$ cat config.mk
export PLATFORM = sky130hd
export DESIGN_NAME = uart_tx_interface
export DESIGN_NICKNAME = d
export VERILOG_FILES = /design/src/rtl/uart_tx_interface.sv
export SDC_FILE = /design/constraint.sdc
export NUM_CORES = 1
export LEC_CHECK = 0
export BUFFER_PORTS_ARGS = -buffer_cell sky130_fd_sc_hd__clkbuf_2
export CAP_MARGIN = 20
export CORE_ASPECT_RATIO = 1.25
export CORE_MARGIN = 2
export CORE_UTILIZATION = 25
export DETAILED_ROUTE_END_ITERATION = 8
export GPL_TIMING_DRIVEN = 0
export SYNTH_ARGS = -nofsm -noshare
export SYNTH_HDL_FRONTEND = slang
export SYNTH_SLANG_ARGS = --single-unit
$ cat constraint.sdc
create_clock -name clk -period 2.4 [get_ports clk]
set_input_delay 0.48 -clock clk [delete_from_list [all_inputs] [get_ports clk]]
set_output_delay 0.48 -clock clk [all_outputs]
set_load 0.01 [all_outputs]
$ cat src/rtl/uart_tx_interface.sv
// uart_tx_interface: 6809-facing 8N1 UART transmitter with holding register and THR-empty IRQ
module uart_tx_interface #(
  parameter int CLKS_PER_BIT = 4618,
  parameter int CNT_W = 16
) (
  input  logic       clk,
  input  logic       reset,
  input  logic       uart_data_ce,
  input  logic       uart_status_ce,
  input  logic       i_RW,
  input  logic [7:0] i_DATA_BUS,
  output logic       o_UART_RX,
  output logic [7:0] o_DATA,
  output logic       o_IRQ
);
  typedef enum logic [1:0] {IDLE, START, DATA, STOP} state_t;
  state_t state, state_n;
  logic [CNT_W-1:0] baud_cnt, baud_n;
  logic [2:0] bit_cnt, bit_n;
  logic [7:0] thr, shift, shift_n, status;
  logic thr_full, overrun, irq_en, line_n, load, baud_end, accept;
  logic wr_data, wr_stat, rd_stat, rd_data;
  logic wr_data_q, wr_stat_q, rd_stat_q;
  assign wr_data = uart_data_ce & ~i_RW;
  assign wr_stat = uart_status_ce & ~i_RW;
  assign rd_stat = uart_status_ce & i_RW;
  assign rd_data = uart_data_ce & i_RW;
  assign baud_end = baud_cnt == CNT_W'(CLKS_PER_BIT - 1);
  // a write landing in the same cycle the shifter drains the THR is still accepted
  assign accept = wr_data & ~wr_data_q & (~thr_full | load);
  assign status = {4'b0, irq_en, overrun, state != IDLE, ~thr_full};
  // host side: strobe edge detection, holding register, flags, read data and IRQ
  always_ff @(posedge clk or posedge reset)
    if (reset) begin
      wr_data_q <= 1'b0;
      wr_stat_q <= 1'b0;
      rd_stat_q <= 1'b0;
      thr <= 8'h00;
      thr_full <= 1'b0;
      overrun <= 1'b0;
      irq_en <= 1'b0;
      o_DATA <= 8'h00;
      o_IRQ <= 1'b0;
    end else begin
      wr_data_q <= wr_data;
      wr_stat_q <= wr_stat;
      rd_stat_q <= rd_stat;
      if (accept) thr <= i_DATA_BUS;
      thr_full <= accept | (thr_full & ~load);
      overrun <= (wr_data & ~wr_data_q & thr_full & ~load) | (overrun & ~(rd_stat & ~rd_stat_q));
      if (wr_stat & ~wr_stat_q) irq_en <= i_DATA_BUS[0];
      o_DATA <= rd_stat ? status : rd_data ? 8'h00 : o_DATA;
      o_IRQ <= irq_en & ~thr_full;
    end
  // shifter state register; reset drops any frame and idles the line high
  always_ff @(posedge clk or posedge reset)
    if (reset) begin
      state <= IDLE;
      baud_cnt <= '0;
      bit_cnt <= 3'd0;
      shift <= 8'h00;
      o_UART_RX <= 1'b1;
    end else begin
      state <= state_n;
      baud_cnt <= baud_n;
      bit_cnt <= bit_n;
      shift <= shift_n;
      o_UART_RX <= line_n;
    end
  // shifter next state: start bit, 8 data bits LSB first, stop bit, chaining straight into the next frame
  always_comb begin
    state_n = state;
    baud_n = baud_cnt + 1'b1;
    bit_n = bit_cnt;
    shift_n = shift;
    line_n = o_UART_RX;
    load = 1'b0;
    case (state)
      IDLE: begin
        baud_n = '0;
        line_n = ~thr_full;
        load = thr_full;
        state_n = thr_full ? START : IDLE;
        shift_n = thr_full ? thr : shift;
      end
      START: if (baud_end) begin
        state_n = DATA;
        baud_n = '0;
        bit_n = 3'd0;
        line_n = shift[0];
      end
      DATA: if (baud_end) begin
        baud_n = '0;
        state_n = bit_cnt == 3'd7 ? STOP : DATA;
        bit_n = bit_cnt + 3'd1;
        shift_n = shift >> 1;
        line_n = bit_cnt == 3'd7 ? 1'b1 : shift[1];
      end
      STOP: if (baud_end) begin
        baud_n = '0;
        load = thr_full;
        state_n = thr_full ? START : IDLE;
        shift_n = thr_full ? thr : shift;
        line_n = ~thr_full;
      end
      default: state_n = IDLE;
    endcase
  end
endmodule
# After elaboration in Yosys (flattened, before gate mapping)
# Cells that the tools add are included.
[totals] latchBits=0 rom_bits=0 ram_bits=0 memories=0 out_inout_bits=10 wordCells=80 reg_bits=53 in_bits=13
[classes] n_mux=24 shift=0 order_cmp=0 n_mul=0 add_sub_neg=2 n_eq_ne=8 n_bitwise=23 n_reduce_logical=9 div=0
[ops] cell="two-way mux 8 bit" n=5
[ops] cell="case mux 16 bit (2 select lines)" n=1
[ops] cell="case mux 8 bit (3 select lines)" n=1
[ops] cell="adder 16 x 1 -> 16 bit (second input constant)" n=1
[ops] cell="equality test 16 x 13 -> 1 bit (second input constant)" n=1
[ops] cell="two-way mux 16 bit" n=1
[ops] cell="bitwise AND 1 bit" n=13
[ops] cell="AND reduction 3 bit" n=3
[ops] cell="case mux 2 bit (4 select lines)" n=1
[ops] cell="two-way mux 1 bit" n=7
[ops] cell="NOT 1 bit" n=7
[ops] cell="two-way mux 2 bit" n=3
[ops] cell="two-way mux 3 bit" n=2
[ops] cell="inequality test 2 bit (second input constant)" n=3
[ops] cell="case mux 3 bit (2 select lines)" n=1
[ops] cell="nonzero test 2 bit" n=3
[ops] cell="equality test 2 bit (second input constant)" n=2
[ops] cell="case mux 1 bit (4 select lines)" n=1
[ops] cell="adder 3 x 1 -> 3 bit (second input constant)" n=1
[ops] cell="equality test 3 bit (second input constant)" n=1
[ops] cell="bitwise OR 1 bit" n=3
[ops] cell="nonzero test 3 bit" n=1
[ops] cell="OR reduction 3 bit" n=1
[ops] cell="equality test 2 x 1 -> 1 bit (second input constant)" n=1
[ops] cell="2 further kinds" n=2

# Longest topological paths before layout
[logic_depth] ltp_word=6 depth_mapped=8 mapped_depth_nobuf=6

# Worst setup path after synthesis
# OpenSTA, ideal clock, no wires.
[synth_timing] path_type="reg2reg" startpoint="reg state[0]" endpoint="reg shift[0]" path_stages_with_launch=7 synth_period_minus_slack_ns=2.059 setup_time_ns=0.125 n_path_buf=1 path_slack_ns=0.341 arrival_ns=1.934 required_time_ns=2.275 cell_sequence="dfrtp_1 inv_1 ha_1 buf_2 or2_2 a211oi_4 mux2_4"
[synth_between] elab_chain_len=3 elab_cells_between_ends=8 classes_between="4 x eq/ne; 1 x mux; 3 x reduce/logical"
[synth_rtl] element="start, declared" line_no="17" rtl="state_t state, state_n;"
[synth_rtl] element="start signal, assigned" line_no="64" rtl="state <= state_n;"
[synth_rtl] element="equality test 2 bit or logical NOT 2 bit (tied branches)" line_no="78" rtl="case (state)"
[synth_rtl] element="inequality test 2 bit (no source line) or nonzero test 3 bit (tied branches)"
[synth_rtl] element="AND reduction 3 bit (no source line)"
[synth_rtl] element="end signal, assigned" line_no="67" rtl="shift <= shift_n;"
[synth_rtl] element="end, declared" line_no="20" rtl="logic [7:0] thr, shift, shift_n, status;"
# Several ways; a longest one is shown, not always the timed one.
# A chain may end at the register's enable or synchronous reset.

# Worst setup path after layout
[layout_timing] startpoint="reg baud_cnt[11]" endpoint="reg shift[1]"
[layout_between] elab_chain_len=3 elab_cells_between_ends=4 classes_between="3 x eq/ne; 1 x reduce/logical"
[layout_rtl] element="start, declared" line_no="18" rtl="logic [CNT_W-1:0] baud_cnt, baud_n;"
[layout_rtl] element="start signal, assigned" line_no="65" rtl="baud_cnt <= baud_n;"
[layout_rtl] element="equality test 16 x 13 -> 1 bit (*)" line_no="28" rtl="assign baud_end = baud_cnt == CNT_W'(CLKS_PER_BIT - 1);"
[layout_rtl] element="inequality test 2 bit (no source line)"
[layout_rtl] element="AND reduction 3 bit (no source line) (*)"
# Mark *: on every way between the ends. The rest lies on a longest branch, timed or not.

==> metrics.md <==
| Metric | Value |
|---|---|
| Port Buffer Count | `18` |
| Register-to-register path setup slack | `0.18 ns` |
| CTS-repair resized insts | `0` |
| Total power per unit cell area | `about 600 nW/µm²` |
| Overall die width | `between 90 and 100 µm` |
| LEAKAGE | `around 1.3 nW` |
| Count of inserted antenna diode cells | `0` |
| Final wirelength | `roughly 4.3 mm` |
| Result of the run | `completed` |
| Yosys warning total | `0` |
| Routed WL per cell | `between 10 and 15 µm` |
| Total gr overflow | `0` |
| Number of storage elements in the synthesis netlist | `49` |
| First-pass iteration count of the detailed router | `4` |
| Setup repair after global routing missed its margin | `false` |
| Total placed instance area | `between 2000 and 3000 µm²` |
| Core Util, Final | `between 30% and 40%` |
| Post-synthesis sequential area ratio | `between 40% and 50%` |
| Fraction of final layout cells sized beyond drive strength 1 | `29.29%` |
| Post-synthesis adder-cell area fraction | `4.555%` |
| Gate family responsible for the most delay along the worst path | `simple AND/OR/NAND/NOR gates` |
| Vias per std cell | `around 4.4` |
| Register clock-pin slew on the reported worst setup and hold paths | `roughly 0.07 ns` |
| Syn Std Cell Area | `roughly 2500 µm²` |
| Dominant combinational cell family by area after synthesis | `simple AND/OR/NAND/NOR gates` |
| Area Overhead vs Synth | `17.21%` |
| Crit path launch type | `flop` |
| Most frequent cells in the layout | `48 x dfrtp_1, 18 x mux2_2, 18 x nor2_1, 18 x clkbuf_2` |
| Chain of cells forming the critical path | `nor4b_4, nand4_4, a211oi_4, mux2_4` |
| Instance count of the mapped netlist | `~210` |
| Num CTS Buffers | `5` |
| Initial antenna violation count | `0` |
| Slowest CP cell | `a211oi_4` |
| Worst slew pin tran | `0.6018 ns` |
| Max IR drop VDD | `0.2358 mV` |
| Most frequent standard cell in the layout excluding fill and tap cells | `dfrtp_1` |
| Residual DRC count | `0` |
| Clk_lat worst skew | `between 0.2 and 0.3 ns` |
| Maximum capacitance violations | `0` |
| Worst-case clock skew | `between 0.009 and 0.01 ns` |
| Time the final worst path needs with I/O delays and setup | `between 2 and 2.5 ns` |
| Starting utilization of the core area | `25.73%` |
| Buffer and inverter count on the worst path | `0` |
| Most frequently used flop master after synthesis | `dfrtp_1` |
| Final setup fails | `0` |
| Maximum single-stage delay on the critical path | `around 0.63 ns` |
| Xor/xnor cell area share of the yosys netlist | `under 10%` |
| Via count of the first global-routing pass | `roughly 1600` |
| DRT iter0 DRCs | `a little under 60` |
| Fin. max-slew vios | `0` |
| Compound-Gate Fraction of Synth Area | `7.895%` |
| Launching point of the worst reg2reg path | `baud_cnt[11]` |
| Count of flip-flops with a built-in enable after synthesis | `0` |
| Number of clock sinks | `49` |
| Worst reg-to-reg path cell count | `4` |
| Worst R2R End | `shift[1]` |
| Overall track demand over capacity in global routing | `around 9%` |
| Floorplan die area | `~11000 µm²` |
| CP max FO | `9` |
| Hold buffers post-CTS | `0` |
| Final Power | `approximately 1.7 mW` |
| Number of nets in the layout | `between 200 and 300` |
| Final Hold Violating Endpoints | `0` |
| H-tree depth reported by CTS | `2` |
| Share of synthesized registers carrying an async set or reset | `100.0%` |
| Simple-gate area share of the yosys netlist | `between 10% and 20%` |
| First-pass GRT wire length | `7.507 mm` |
| Height of the die | `approximately 120 µm` |
| I/O pin total | `23` |
| Syn_area_per_cell | `11.83 µm²` |
| Critical Setup Path Class | `reg -> reg` |
| Worst Path Required | `2.58 ns` |
| Number of routed nets with antenna violations | `0` |
| CTS tree | `done` |
| Core area | `about 9600 µm²` |
| Aggregate negative setup slack | `0 ns` |
| Period Utilization, post-route | `slightly above 90%` |
| Post-synth cell types | `46` |
| Detailed placer's ending HPWL | `approximately 3.1 mm` |
| Post-route standard cell area excluding fillers | `between 2000 and 3000 µm²` |
| Capture point of the worst path | `shift[1]` |
| Routability cong. | `0.7470` |
| Placement Rows | `40` |
| Startpoint of the worst setup timing path | `baud_cnt[11]` |
| Share of cell area taken by muxes after synthesis | `13.46%` |
| Pin count of the biggest net entering global routing | `42` |
| Post-CTS setup buffer count | `0` |
| Maximum achievable frequency | `between 400 and 500 MHz` |
| Arrival time at the worst endpoint | `2.39 ns` |
| Via total after detailed routing | `between 1500 and 2000` |
| Stages on the worst setup path | `4` |
| Buffer depth of the longest clock path | `2` |
| Class of the most critical hold timing path | `in -> async` |
| Cell chosen for the clock root | `clkbuf_16` |
| Critical Path Sink Type | `flop` |
| Worst max-slew margin expressed relative to the limit | `roughly 60%` |
[cells in the mapped netlist, types with 3 or more instances]
cell / count / share of area (%)
a21oi_1: 3 / 0.61
buf_4: 4 / 1.2
clkbuf_1: 4 / 0.61
dfrtp_1: 48 / 49
ha_1: 9 / 4.6
inv_1: 10 / 1.5
mux2_2: 18 / 8.2
mux2_4: 8 / 4.9
nand2_1: 8 / 1.2
nand3_1: 9 / 1.8
nand4_1: 3 / 0.76
nor2_1: 18 / 2.7
nor2b_1: 6 / 1.5
o211ai_1: 3 / 0.91
o21ai_0: 8 / 1.6
xnor2_1: 8 / 2.8
xor2_1: 4 / 1.4
[power by group]
part           internal, mW  total [mW]  switching (mW)
Combinational        0.0812       0.135          0.0541
Clock                 0.388       0.697           0.309
Sequential            0.878       0.905          0.0272
[worst reg2reg max path: cells and delay by family, from the launching register on]
| family | cells | cell delay (ns) |
|---|---|---|
| AOI/OAI and AO/OA | 1 | 0.63 |
| and+or+nand+nor | 2 | 0.67 |
| muxes | 1 | 0.35 |
| DFF | 1 | 0.46 |
[logic make-up after synthesis]
kind of cell,count (synthesis)
simple gates,64
flops,49
compound gates,27
mux,27
buf+inv,20
xor+xnor,12
fa+ha+maj,9
other cells,1
[layer usage]
metal,wire length (µm),global-route usage [%],vias to the layer above
met5,0,0,-
met4,64,3.235,0
met3,137,2.228,7
met2,2179,14.59,21
met1,1915,11.11,786
li1,-,-,782
[flip-flops by register name (all words and copies together) (netlist names), 2 cells and up]
name / count
bit_cnt: 3
baud_cnt: 16
o_DATA: 4
shift: 8
state: 2
thr: 8
[worst min path at each step]
stage                          from  depth (start not counted)           end  slack, ns
after floorplan           rd_stat_q                          2       overrun       0.45
after global placement    o_DATA[0]                          2     o_DATA[0]       0.47
after detailed placement      reset                          2  baud_cnt[11]       0.40
after CTS                     reset                          2  baud_cnt[11]       0.09
after global routing          reset                          2   baud_cnt[8]        0.1
final                         reset                          2   baud_cnt[0]       0.08
[stage by stage]
step	setup slack [ns]	cells	hold WS, ns
after global placement	0.09226	356	0.4722
final	0.1811	365	0.07896
after floorplan	0.3412	212	0.4538
after CTS	0.1391	365	0.08648
after global routing	0.04704	365	0.09702
after detailed placement	0.1528	357	0.3969
[area by class of cell]
type	instances	area, µm²
Fill cell	1005	6711
Sequential cell	49	1227
Multi-Input combinational cell	143	1164
Tap cell	126	157.7
Clock buffer	5	125.1
Timing Repair Buffer	19	110.1
Buffer	10	55.05
Inverter	10	37.54
Clock inverter	3	21.27
Note: power is estimated with default switching activity, not from simulation.
